### src/rtl/multicycle_ctrl.sv
// Multicycle RV32 subset control FSM with a memory-wait timeout.
// Define ILLEGAL_OP_TRAP_EN to trap unknown opcodes instead of NOP.
module multicycle_ctrl #(
  parameter int unsigned TIMEOUT_CYCLES = 16
) (
  input  logic       clk,
  input  logic       reset,
  input  logic [6:0] opcode,
  input  logic       zero,
  input  logic       mem_ready,
  output logic       pc_write,
  output logic       ir_write,
  output logic       iord,
  output logic       mem_req,
  output logic       mem_we,
  output logic       regwrite,
  output logic       memtoreg,
  output logic       pc_src,
  output logic       alusrc_a,
  output logic [1:0] alusrc_b,
  output logic [1:0] aluop,
  output logic [2:0] state_o,
  output logic       instr_done,
  output logic       err
);

  typedef enum logic [2:0] {
    FETCH     = 3'd0,
    DECODE    = 3'd1,
    EXEC_R    = 3'd2,
    EXEC_ADDR = 3'd3,
    EXEC_BR   = 3'd4,
    MEM       = 3'd5,
    WB        = 3'd6,
    ERROR     = 3'd7
  } state_t;

  localparam logic [6:0] OP_R   = 7'b0110011;
  localparam logic [6:0] OP_I   = 7'b0010011;
  localparam logic [6:0] OP_LW  = 7'b0000011;
  localparam logic [6:0] OP_SW  = 7'b0100011;
  localparam logic [6:0] OP_BEQ = 7'b1100011;
  localparam logic [7:0] WAIT_LAST = 8'(TIMEOUT_CYCLES - 1);

  state_t     state_q, state_d;
  logic [7:0] wait_q, wait_d;
  logic [6:0] op_q, op_d;
  logic       err_q, err_d;

  logic       pc_write_c, ir_write_c, iord_c, mem_req_c, mem_we_c;
  logic       regwrite_c, memtoreg_c, pc_src_c, alusrc_a_c, done_c;
  logic [1:0] alusrc_b_c, aluop_c;

  always_ff @(posedge clk) begin
    if (reset) begin
      state_q <= FETCH;
      wait_q  <= 8'd0;
      op_q    <= 7'd0;
      err_q   <= 1'b0;
    end else begin
      state_q <= state_d;
      wait_q  <= wait_d;
      op_q    <= op_d;
      err_q   <= err_d;
    end
  end

  always_comb begin
    state_d    = state_q;
    op_d       = op_q;
    pc_write_c = 1'b0;
    ir_write_c = 1'b0;
    iord_c     = 1'b0;
    mem_req_c  = 1'b0;
    mem_we_c   = 1'b0;
    regwrite_c = 1'b0;
    memtoreg_c = 1'b0;
    pc_src_c   = 1'b0;
    alusrc_a_c = 1'b0;
    alusrc_b_c = 2'b00;
    aluop_c    = 2'b00;
    done_c     = 1'b0;
    unique case (state_q)
      FETCH: begin
        mem_req_c  = 1'b1;
        alusrc_b_c = 2'b01;
        if (mem_ready) begin
          ir_write_c = 1'b1;
          pc_write_c = 1'b1;
          state_d    = DECODE;
        end else if (wait_q == WAIT_LAST) begin
          state_d = ERROR;
        end
      end
      DECODE: begin
        op_d = opcode;
        if (opcode == OP_R || opcode == OP_I) begin
          state_d = EXEC_R;
        end else if (opcode == OP_LW || opcode == OP_SW) begin
          state_d = EXEC_ADDR;
        end else if (opcode == OP_BEQ) begin
          state_d = EXEC_BR;
        end else begin
`ifdef ILLEGAL_OP_TRAP_EN
          state_d = ERROR;
`else
          done_c  = 1'b1;
          state_d = FETCH;
`endif
        end
      end
      EXEC_R: begin
        alusrc_a_c = 1'b1;
        if (op_q == OP_I) begin
          alusrc_b_c = 2'b10;
        end else begin
          aluop_c = 2'b10;
        end
        state_d = WB;
      end
      EXEC_ADDR: begin
        alusrc_a_c = 1'b1;
        alusrc_b_c = 2'b10;
        state_d    = MEM;
      end
      EXEC_BR: begin
        alusrc_a_c = 1'b1;
        aluop_c    = 2'b01;
        pc_write_c = zero;
        pc_src_c   = zero;
        done_c     = 1'b1;
        state_d    = FETCH;
      end
      MEM: begin
        mem_req_c = 1'b1;
        iord_c    = 1'b1;
        mem_we_c  = (op_q == OP_SW);
        if (mem_ready) begin
          done_c  = (op_q == OP_SW);
          state_d = (op_q == OP_SW) ? FETCH : WB;
        end else if (wait_q == WAIT_LAST) begin
          state_d = ERROR;
        end
      end
      WB: begin
        regwrite_c = 1'b1;
        memtoreg_c = (op_q == OP_LW);
        done_c     = 1'b1;
        state_d    = FETCH;
      end
      ERROR: begin
        state_d = ERROR;
      end
      default: begin
        state_d = ERROR;
      end
    endcase
  end

  // Counter restarts on every entry into a memory-waiting state.
  always_comb begin
    wait_d = wait_q;
    if (mem_req_c && !mem_ready) begin
      wait_d = wait_q + 8'd1;
    end
    if (state_d != state_q &&
        (state_d == FETCH || state_d == MEM)) begin
      wait_d = 8'd0;
    end
    err_d = err_q | (state_d == ERROR);
  end

  // Outputs are forced low while reset is held.
  assign pc_write   = pc_write_c & ~reset;
  assign ir_write   = ir_write_c & ~reset;
  assign iord       = iord_c & ~reset;
  assign mem_req    = mem_req_c & ~reset;
  assign mem_we     = mem_we_c & ~reset;
  assign regwrite   = regwrite_c & ~reset;
  assign memtoreg   = memtoreg_c & ~reset;
  assign pc_src     = pc_src_c & ~reset;
  assign alusrc_a   = alusrc_a_c & ~reset;
  assign alusrc_b   = reset ? 2'b00 : alusrc_b_c;
  assign aluop      = reset ? 2'b00 : aluop_c;
  assign instr_done = done_c & ~reset;
  assign state_o    = reset ? 3'd0 : state_q;
  assign err        = err_q & ~reset;

endmodule

### config.mk
export PLATFORM = sky130hd
export DESIGN_NAME = multicycle_ctrl
export DESIGN_NICKNAME = d
export VERILOG_FILES = /design/src/rtl/multicycle_ctrl.sv
export SDC_FILE = /design/constraint.sdc
export NUM_CORES = 1
export LEC_CHECK = 0
export CORE_AREA = 2 2 52 54
export CTS_CLUSTER_DIAMETER = 120
export DETAILED_ROUTE_END_ITERATION = 6
export DIE_AREA = 0 0 54 56
export GPL_TIMING_DRIVEN = 0
export PLACE_DENSITY = 0.84
export REMOVE_ABC_BUFFERS = 1
export SETUP_SLACK_MARGIN = 0.1
export SLEW_MARGIN = 20
export SYNTH_ARGS = -nofsm -noshare
export SYNTH_HDL_FRONTEND = slang
export SYNTH_SLANG_ARGS = --single-unit
export TNS_END_PERCENT = 20
### constraint.sdc
create_clock -name clk -period 2 [get_ports clk]
set_input_delay 0.2 -clock clk [delete_from_list [all_inputs] [get_ports clk]]
set_output_delay 0.2 -clock clk [all_outputs]
set_load 0.02 [all_outputs]
-- After elaboration in Yosys (flattened, before gate mapping)
Cells that the tools add are included.
- add/sub/neg operators: 1
- eq/ne operators: 19
- multiplexer cells: 30
- bitwise logic cells: 13
- reductions and logical operators: 12
- operator list (operator ; number):
    $mux 3 ; 8
    $eq 7x6->1 const B ; 3
    $pmux 3 s7 ; 1
    $eq 3x3->1 const B ; 6
    $eq 7x2->1 const B ; 2
    $eq 7x5->1 const B ; 2
    $mux 1 ; 13
    $and 1x1->1 ; 11
    $add 8x1->8 const B ; 1
    $eq 8x4->1 const B ; 1
    $mux 2 ; 4
    $eq 7x7->1 const B ; 1
    $eq 3x2->1 const B ; 2
    $logic_not 3->1 ; 2
    $pmux 2 s3 ; 1
    $reduce_or 2->1 ; 3
    $pmux 2 s2 ; 1
    $eq 3x1->1 const B ; 1
    $logic_or 1x1->1 ; 3
    $ne 3x3->1 ; 1
    $pmux 1 s3 ; 1
    $reduce_or 3->1 ; 1
    $logic_and 1x1->1 ; 2
    $pmux 1 s2 ; 1
    other kinds (3) ; 3
- bits in registers: 19
- input bits: 11
- output and inout bits: 18
- logic and storage cells: 79

-- Longest topological paths before layout
Gate-level depths: netlist (run 1).
- word-level depth: 9
- mapped depth: 6
- depth with buffers taken out: 5

-- Least setup slack after synthesis (run 1)
OpenSTA, ideal clock, no wires.
- kind: register to output
- start: register state_q[2]
- end: output pc_write
- arrival: 2.123 ns
- data required time: 1.800 ns
- setup slack: -0.323 ns
- cell stages (with the launch flop): 6
- buffers on the path: 1
- cells stage by stage: dfxtp_1 > buf_6 > nor2b_1 > nor3b_1 > and2_1 > or2_2
- cells in the longest elaborated chain, start to end: 3
- elaborated cells on any way between the ends: 4
- those cells by class: eq/ne (1); mux (1); bitwise (1); reduce/logical (1)
- RTL lines (item ; line ; text):
    from (decl) ; 45 ; state_t state_q, state_d;
    from (signal assigned) ; 61 ; state_q <= state_d;
    $eq 3x3->1 or $logic_not 3->1 (tied branches) ; 83 ; unique case (state_q)
    $pmux 1 s2 * ; 83 ;
    $and 1x1->1 * ; 174 ; assign pc_write = pc_write_c & ~reset;
    to (decl) ; 11 ; output logic pc_write,
Every way passes the cells marked *; elsewhere a longest branch is shown, timed or not.

-- Worst setup path after layout (run 1)
- start: input mem_ready
- end: register wait_q[3]
- cells in the longest elaborated chain, start to end: 6
- elaborated cells on any way between the ends: 11
- those cells by class: eq/ne (2); mux (3); reduce/logical (6)
- RTL lines (item ; line ; text):
    from (decl) ; 10 ; input logic mem_ready,
    $mux 3 (on tied branches) ; 138, 87 ;
    $pmux 3 s7 ; 83 ;
    $eq 3x3->1 or $logic_not 3->1 (tied branches) ; 167 ; (state_d == FETCH || state_d == MEM)) begin
    $logic_or 1x1->1 ; 167 ;
    $logic_and 1x1->1 ; 166 ; if (state_d != state_q &&
    $reduce_or 2->1 (no line) ; - ;
    to (signal assigned) ; 62 ; wait_q <= wait_d;
    to (decl) ; 46 ; logic [7:0] wait_q, wait_d;
Several ways; a longest one is shown, not always the timed one.
A chain may end at the register's enable or synchronous reset.

==> results_dict.tcl, run 1 <==
set metrics [dict create \
    wl_met2_mm 1.396 \
    highest_layer "met4" \
    num-nets-final 177 \
    power_density_nw_per_um2 1186 \
    path_max_fanout 8 \
    synthTopCellsByArea "dfxtp_1, nor2_1, mux2i_1" \
    grt_max_degree 18 \
    synth.largest_area_cell "dfxtp_1" \
    max_slew_margin_pct 67.12 \
    yosysWarnings 0 \
    dieArea_sq_um 3024 \
    worstMarginPinSlew_ps 489.5 \
    max_stage_delay_ps 680 \
    min_period_over_period_pct 94.43 \
    clock_latency_ps 300 \
    routed_wl_mm 2.696 \
    p_int_uw 1018 \
    syn_inst 133 \
    cp_top_family "compound AO/OA/AOI/OAI gates" \
    cp.arrival_ps 2090 \
    wl_per_cell_um 13.90 \
    overflow 0 \
    max_freq_mhz 529.5 \
    p_switching_uw 769.1 \
    synth_area_sq_um 1139 \
    via_per_inst 5.536 \
    yosysSeqAreaShare_pct 33.41 \
    rsz0062_at_grt "true" \
    clk_pin_slew_ps 110 \
    dp_slack_ps -621.6 \
    grt_pass1_vias 1067 \
    synth_top_cell_area_share_pct 33.41 \
    vias 1074 \
    die_h_um 56 \
    start_util_pct 46.81 \
    finClkSkew_ps 5.658 \
    multi_input_area_sq_um 732.0 \
    design_area_sq_um 1506 \
    root_buffer "clkbuf_4" \
    fin_crit_ps 1889 \
    fill_cells 233 \
    combPwrFrac_pct 57.4 \
    wl_met1_mm 1.055 \
    drive_gt1_share_pct 20.12 \
    synth_ff_type "dfxtp_1" \
    synth_cell_type_count 46 \
    fin_ws_ps 111.4 \
    dr.pass1.iters 4 \
    antenna_left 0 \
    synth.avg_cell_area_sq_um 8.561 \
    finalSetupTns_ps 0 \
    drt_iter0_markers 34 \
    register_area_sq_um 391.6 \
    worstRegToRegCells 5 \
    power_frac_seq_pct 31.7 \
    async_flop_share_pct 0 \
    synth_most_common_cell "nor2_1" \
    grt_use_total_pct 19.39 \
    worst_hold_slack_ps 403.6 \
    drc 0 \
    htreeDepth 1 \
    syn_to_final_growth_pct 32.31 \
    clk_path_buf_depth 2 \
    status "complete, no violations" \
    dpl_cell_area_sq_um 1413 \
    dp_hpwl_mm 1.948 \
    critPathLaunchType "input pin" \
    fp.dieW_um 54 \
    cts_sinks 19 \
    core_sq_um 2432 \
    synth_seq_cells 19 \
    required_ps 2200 \
    fin_util_pct 61.93 \
    cp_cell_sequence "clkdlybuf4s50_1 > or4bb_1 > o21ai_1 > a2bb2oi_2 > a2111o_2 > nor2_1" \
    hp-class "input pin to flip-flop" \
    synthTopCellsByCount "nor2_1, dfxtp_1, mux2i_1" \
    path_buf_inv 1 \
    holdPathStages 2 \
    leakage_uw 0.0006153 \
    grt_antenna_before_repair 0 \
    p_sw_share_pct 43.04 \
    final_hold_viol_count 0 \
    grt_pass1_wl_mm 4.471 \
    power.share.clock_pct 10.9 \
    routed-wl-met3_um 205 \
    cts_tree "built" \
    cp_slowest_cell "clkdlybuf4s50_1" \
    max-cap-violations 0 \
    crit_type "input pin to flip-flop" \
    setup_viol 0 \
    synth_edf_count 0 \
    drv_slew 0 \
    ios 29 \
    crit_cells 6 \
    rows 18 \
    gp_congestion 0.7729 \
    port_buffers 28 \
    cp-end-kind "flip-flop" \
    n_antenna_cell 0 \
    cts_buffers 3 \
    vdd_drop_max_mv 0.6528 \
]
[power by group through the flow]
stage,sequential (uW),clock (uW),combinational (uW)
detailed placement,602,0,898
CTS,561,205,1020
floorplan,565,0,619
finish,566,195,1030
global placement,593,0,870
global route,581,218,1110
[path summary, 6_finish.rpt]
check | start | endpoint | slack (ps)
hold / removal | reset | op_q[3]$_SDFFE_PP0P_ | 400
hold reg to reg | err_q$_SDFF_PP0_ | err_q$_SDFF_PP0_ | 500
setup / recovery | mem_ready | wait_q[3]$_SDFFE_PP0P_ | 110
setup reg to reg | op_q[4]$_SDFFE_PP0P_ | wait_q[3]$_SDFFE_PP0P_ | 240
[state kept, by name, summed over array words and instances, names as in the netlist]
| register | flops |
|---|---|
| wait_q | 8 |
| op_q | 7 |
| err_q | 1 |
| state_q | 3 |
[cell usage in the layout, fill, tap and decap left out, types with 2 or more instances in the layout]
cell | netlist | final
clkbuf_2 | 0 | 2
nor2_1 | 28 | 28
clkdlybuf4s15_2 | 0 | 2
nand3_1 | 4 | 4
dfxtp_4 | 0 | 3
clkbuf_4 | 0 | 3
nand2_1 | 4 | 4
nor2b_1 | 6 | 4
a31oi_1 | 2 | 2
dfxtp_1 | 19 | 16
nor4_4 | 2 | 2
clkdlybuf4s50_1 | 0 | 14
a21oi_1 | 3 | 3
buf_4 | 1 | 5
mux2i_1 | 7 | 7
nor4_2 | 0 | 2
a31o_2 | 2 | 2
nand4_1 | 2 | 2
o21ai_0 | 2 | 2
dlygate4sd2_1 | 0 | 8
inv_1 | 6 | 6
nand2b_1 | 3 | 3
xor2_1 | 6 | 6
and2_1 | 4 | 4
[timing repair]
action                     CTS  global route
hold buffers                 0             0
setup endpoints to repair   26            16
setup buffers                5             0
gates resized for setup     35             5
pin swaps                    2             0
[routing by layer]
metal,global-route usage (%),vias to the layer above
met4,7.857,0
met2,34.67,45
met3,4.570,6
met5,0,-
met1,20.90,496
li1,-,527
[metrics by stage]
stage	power, uW	instances
2_1_floorplan	1184	127
3_3_place_gp	1463	185
3_5_place_dp	1500	185
4_1_cts	1784	194
5_1_grt	1910	194
6_report	1787	194
[cells by family (layout without fill, tap and decap cells)]
group	Yosys count	after routing	synth area share, %
simple gates	69	69	36.04
flops	19	19	33.41
compound gates	18	18	12.09
buf+inv	12	43	5.824
xor+xnor	7	7	5.385
mux	7	7	6.154
fa+ha+maj	1	1	1.099
[final cells by class]
type,count,area share [%]
repair buffers,33,19.60
well taps,30,2.492
multi-input cells,102,48.59
flip-flops and latches,19,26.00
inverters,6,1.495
clock buffers,3,1.495
clock inverters,1,0.3322
[worst reg2reg max path, stage by stage (launching register included)]
cell       delay, ps
dfxtp_1          390
or4bb_1          500
o21ai_1          240
a2bb2oi_2        210
a2111o_2         240
nor2_1            70
No activity file was read; power rests on OpenSTA's default activity.
==> run 2, diff against run 1 <==
--- a/config.mk
+++ b/config.mk
@@ -13,7 +13,7 @@
 export PLACE_DENSITY = 0.84
 export REMOVE_ABC_BUFFERS = 1
 export SETUP_SLACK_MARGIN = 0.1
-export SLEW_MARGIN = 20
+export SLEW_MARGIN = 5
 export SYNTH_ARGS = -nofsm -noshare
 export SYNTH_HDL_FRONTEND = slang
 export SYNTH_SLANG_ARGS = --single-unit
==> results of run 2 <==
Final layout, timing and power as in run 1 (identical DEF).
==> run 3, diff against run 2 <==
--- a/config.mk
+++ b/config.mk
@@ -5,10 +5,10 @@
 export SDC_FILE = /design/constraint.sdc
 export NUM_CORES = 1
 export LEC_CHECK = 0
-export CORE_AREA = 2 2 52 54
+export CORE_AREA = 2 2 43 65
 export CTS_CLUSTER_DIAMETER = 120
 export DETAILED_ROUTE_END_ITERATION = 6
-export DIE_AREA = 0 0 54 56
+export DIE_AREA = 0 0 45 67
 export GPL_TIMING_DRIVEN = 0
 export PLACE_DENSITY = 0.84
 export REMOVE_ABC_BUFFERS = 1
==> run 3 against run 2 <==
  * Via count decreased by 1.9%
  * Critical path depth increased by 2
  * Non-clock buffer count unchanged
  * Total power about the same
  * Clock skew decreased by 4.2 ps
  * Worst hold slack improved by 34 ps
  * Final area decreased by 0.33%
  * Wire length decreased by 4.9%
  * First-iteration DRC count increased by 2.9%
  * Die area decreased by 0.30%
  * Final cell count decreased by 3.1%
  * Critical path type is now flip-flop to flip-flop
==> results_dict.tcl, run 3 (synthesis results as in run 1) <==
set metrics [dict create \
    required_ps 2230 \
    crit_cells 8 \
    crit-reg2reg-launch "state_q[2]$_SDFF_PP0_" \
    drive_gt1_share_pct 18.90 \
    crit_type "flip-flop to flip-flop" \
    cp_top_family "compound AO/OA/AOI/OAI gates" \
    r2r-end "wait_q[6]$_SDFFE_PP0P_" \
    critPathLaunchType "flip-flop" \
    die_h_um 67 \
    dieArea_sq_um 3015 \
    dp_hpwl_mm 1.925 \
    fill_cells 227 \
    finClkSkew_ps 1.452 \
    status "complete, no violations" \
    setup_viol 0 \
    rrSetupSlack_ps 100 \
    final_hold_viol_count 0 \
    grt_pass1_wl_mm 4.505 \
    fin_util_pct 61.98 \
    path_max_fanout 8 \
    max-cap-violations 0 \
    startpoint "state_q[2]$_SDFF_PP0_" \
    cp.arrival_ps 2130 \
    fin_crit_ps 1904 \
    crit_path_end "wait_q[6]$_SDFFE_PP0P_" \
    start_util_pct 47.00 \
    cp_cell_sequence "buf_4 > buf_4 > buf_4 > and3b_1 > o21ai_1 > a2bb2oi_2 > a2111o_2 > nor2_1" \
    design_area_sq_um 1501 \
    drc 0 \
    max_freq_mhz 525.3 \
    cts_buffers 3 \
    antenna_left 0 \
    wl_per_cell_um 13.63 \
    vdd_drop_max_mv 0.6780 \
    grt_max_degree 18 \
    cp-end-kind "flip-flop" \
    grt_use_total_pct 18.95 \
    worstMarginPinSlew_ps 505.2 \
    final_common_cell "nor2_1" \
    largest_register "wait_q" \
    via_per_inst 5.606 \
    clock_latency_ps 290 \
    max_stage_delay_ps 500 \
    top_regs "wait_q: 8 flops, op_q: 7 flops, state_q: 3 flops" \
    rows 22 \
    path_common_cell "buf_4" \
    port_buffers 28 \
    num-nets-final 177 \
    core_sq_um 2422 \
    root_buffer "clkbuf_4" \
    hp-class "input pin to flip-flop" \
    syn_to_final_growth_pct 31.87 \
    worstRegToRegCells 8 \
    drv_slew 0 \
    ios 29 \
    cts_tree "built" \
    clk_pin_slew_ps 100 \
    mostFrequentLayoutCells "nor2_1, dfxtp_1, clkdlybuf4s50_1" \
    clk_path_buf_depth 2 \
    largest_register_ffs 8 \
    n_antenna_cell 0 \
    fp.dieW_um 45 \
    worst_hold_slack_ps 437.9 \
    cts_sinks 19 \
    gp_congestion 0.7547 \
    dr.pass1.iters 4 \
    max_slew_margin_pct 66.07 \
    min_period_over_period_pct 95.18 \
    vias 1054 \
    power_density_nw_per_um2 1191 \
    dpl_cell_area_sq_um 1405 \
    path_buf_inv 3 \
    grt_antenna_before_repair 0 \
    htreeDepth 1 \
    cp_slowest_cell "a2111o_2" \
    overflow 0 \
    drt_iter0_markers 35 \
    leakage_uw 0.0006342 \
    rsz0062_at_grt "true" \
    hold_buffers 0 \
    routed_wl_mm 2.563 \
    grt_pass1_vias 1066 \
]
[run 3: how the worst min path moves through the flow]
stage | start | endpoint | depth (start not counted)
global route | reset | op_q[0]$_SDFFE_PP0P_ | 2
global placement | err_q$_SDFF_PP0_ | err_q$_SDFF_PP0_ | 2
finish | reset | op_q[5]$_SDFFE_PP0P_ | 2
floorplan | reset | op_q[0]$_SDFFE_PP0P_ | 1
detailed placement | err_q$_SDFF_PP0_ | err_q$_SDFF_PP0_ | 2
CTS | reset | state_q[0]$_SDFF_PP0_ | 2
[run 3: layer usage]
| layer | vias up | track usage, % | wire length [um] |
|---|---|---|---|
| met2 | 33 | 36.79 | 1416 |
| met4 | 0 | 4.044 | 8 |
| met1 | 494 | 20.96 | 1030 |
| met5 | - | 0 | 0 |
| met3 | 2 | 1.897 | 108 |
| li1 | 525 | - | - |
[run 3: worst reg2reg max path, cell delays in order, from the launching register on]
cell,delay (ps)
dfxtp_4,380
buf_4,120
buf_4,140
buf_4,120
and3b_1,140
o21ai_1,100
a2bb2oi_2,200
a2111o_2,500
nor2_1,140
[run 3: area by class of cell]
type	instances	area, sq um	area share, %
Clock buffer	4	26.28	1.750
Inverter	6	22.52	1.500
Multi-Input combinational cell	102	734.5	48.92
Sequential cell	19	391.6	26.08
Tap cell	24	30.03	2.000
Timing Repair Buffer	33	296.5	19.75
[run 3: report_power, final]
part           total, uW  switching [uW]  internal, uW
clock network        187             110          77.5
registers            618             139           479
logic                982             511           471
total               1790             760          1030
[run 3: what timing repair did]
action / in CTS / in global routing
setup buffers: 5 / 0
pin swaps: 1 / 0
resized for setup: 34 / 7
endpoints found under the setup margin: 26 / 17
[run 3: metrics by stage]
stage                     instances  worst slack, ps  total power [uW]  setup TNS [ps]
after floorplan                 127           -349.5              1184          -668.3
after global routing            188            22.91              1908               0
after CTS                       188           -16.95              1778          -16.95
after global placement          179           -585.1              1465           -6235
after detailed placement        179           -634.3              1501           -7276
final                           188            96.39              1788               0
==> edit, RTL diff (settings of run 2) <==
Put a register stage on the output `err`, without a reset. The value now appears one clock later. The other outputs are not delayed to match.
--- a/src/rtl/multicycle_ctrl.sv
+++ b/src/rtl/multicycle_ctrl.sv
@@ -186,3 +186,5 @@
   assign state_o    = reset ? 3'd0 : state_q;
-  assign err        = err_q & ~reset;
+  always_ff @(posedge clk) begin
+    err <= err_q & ~reset;
+  end
 
Function: same outputs for any inputs over 10 cycles, from zero or initial values and one cycle with reset high; that may be too few to reach the edited logic, so the function may still have changed.
==> edit against run 2 <==
Fmax shrank 0.76%. Synthesized area rose by 5.8%. Sequential cell count rose by 1. Clock power grew 71%. Count of clock-buffer cells in the layout unchanged. Design area up 5.0%. Critical path depth is 2 lower. Combinational power is 6% lower. Routed wire length is 2.3% higher. Critical path type is now flip-flop to output port. Non-clock buffer count down 4. Setup slack lost 14 ps. Hold slack gained 20 ps. Sequential power increased by 11%. Total power increased by 8.0%.
==> edit: results (changes against run 2) <==
- The run finished with clean final reports.
- The final hold slack is 423.7 ps (+20.02 ps).
- The fraction of power consumed by combinational cells is 50.1% (-7.3 points).
- The via-per-instance ratio is 5.526 (-0.18%).
- The worst stage delay on the critical path is 460 ps (-220 ps).
- The violation count after the first detailed-routing iteration is 25 (-26%).
- The part of the Yosys area used for sequential elements is 33.23% (-0.18 points).
- The maximum resistive drop on vdd is 0.0008035 V (+23%).
- The worst slack at placement came to -630.6 ps (-9.000 ps).
- The number of global-route vias before repair was 1043 (-2.2%).
- The largest net degree at the start of global routing came to 19 (+1).
- The number of buffers added for setup after CTS came to 1 (-4).
- The portion of total power attributed to sequential cells is 32.6% (+0.9 points).
- The largest driver fanout on the critical path came to 14 (+6).
- The total power density per cell area was 1220 nW/um2 (+2.9%).
- The fill cell instance count of the final layout is 213 (-8.6%).
- Ranked by total cell area, the synthesized netlist is headed by sky130_fd_sc_hd__dfxtp_1, sky130_fd_sc_hd__nor2_1, sky130_fd_sc_hd__mux2i_1.
- The data arrival time of the critical path was 1700 ps (-390 ps).
- The relative slew slack is 69.57% (+2.4 points).
- The setup slack on the worst flop-to-flop path is 320 ps (+80 ps).
- The all-layer global routing usage is 19.60% (+0.20 points).
- The worst clock skew is 5.338 ps (-0.3201 ps).
- The final weighted congestion of routability-driven global placement is 0.8294 (+7.3%).
- The average wire per cell in the routed design was 14.36 um (+3.3%).
- The post-cts resize count is 30 (-14%).
- The arithmetic-cell share of the synthesized area counting full adders, half adders and majority gates is 1.038% (-0.060 points).
- The commonest cells after synthesis are sky130_fd_sc_hd__nor2_1, sky130_fd_sc_hd__dfxtp_1, sky130_fd_sc_hd__mux2i_1, sky130_fd_sc_hd__nor2b_1.
- The wire length of the first global-routing pass was 4.602 mm (+2.9%).
- The final HPWL from detailed placement was 2.013 mm (+3.3%).
- The maximum count of clock buffers along a single path came to 2 (unchanged).
- The internal power was 1140 uW (+12%).
- The fraction of final layout cells with drive strength greater than 1 is 18.52% (-1.6 points).
- The endpoint of the most critical register-to-register path is wait_q[0].
- Grouping stages by cell kind, the critical path spends the most delay in simple AND/OR/NAND/NOR gates.
- The post-synthesis compound-gate area fraction is 13.29% (+1.2 points).
- The beginning of the worst register-to-register path is op_q[2].
- The share of the synthesized netlist area taken by xor and xnor gates is 5.815% (+0.43 points).
- The post-detailed-placement cell area came to 1489 um2 (+5.4%).
- The unique cell type count in the Yosys netlist was 43 (-6.5%).
- The worst hold path terminates at op_q[0].
- The mux cell area share after synthesis is 6.646% (+0.49 points).
- The final net count is 175 (-1.1%).
- The post-layout total power was 1930 uW (+8.0%).
- The largest individual stage delay along the critical path comes from the cell sky130_fd_sc_hd__dfxtp_4.
- The cell leakage power is 0.0006686 uW (+8.7%).
[edit: per-layer routing]
metal / share of wire, % / wire (um) / global-route usage, %
met2: 55 / 1520 / 35.89
met1: 40 / 1103 / 22.17
met4: 1.0 / 28 / 3.214
met3: 3.8 / 104 / 5.108
met5: 0 / 0 / 0
[edit: worst max-delay path by stage]
stage,from,end,slack [ps]
after CTS,op_q[2],instr_done,-2
after global routing,state_q[2],memtoreg,30
after detailed placement,reset,pc_write,-630
final,state_q[2],memtoreg,100
after global placement,reset,pc_write,-600
after floorplan,state_q[2],pc_write,30
[edit: cell type report]
| type | count | share of cell area [%] |
|---|---|---|
| clock buffer | 3 | 1.424 |
| clock inverter | 1 | 1.899 |
| inverter | 4 | 0.9494 |
| multi-input combinational | 105 | 49.92 |
| sequential | 20 | 26.03 |
| tap | 30 | 2.373 |
| timing repair buffer | 29 | 17.41 |
[edit: through the flow]
step	setup TNS [ps]	instances
floorplan	0	129
global placement	-4675	187
detailed placement	-5157	187
CTS	-1.508	192
global route	0	192
finish	0	192
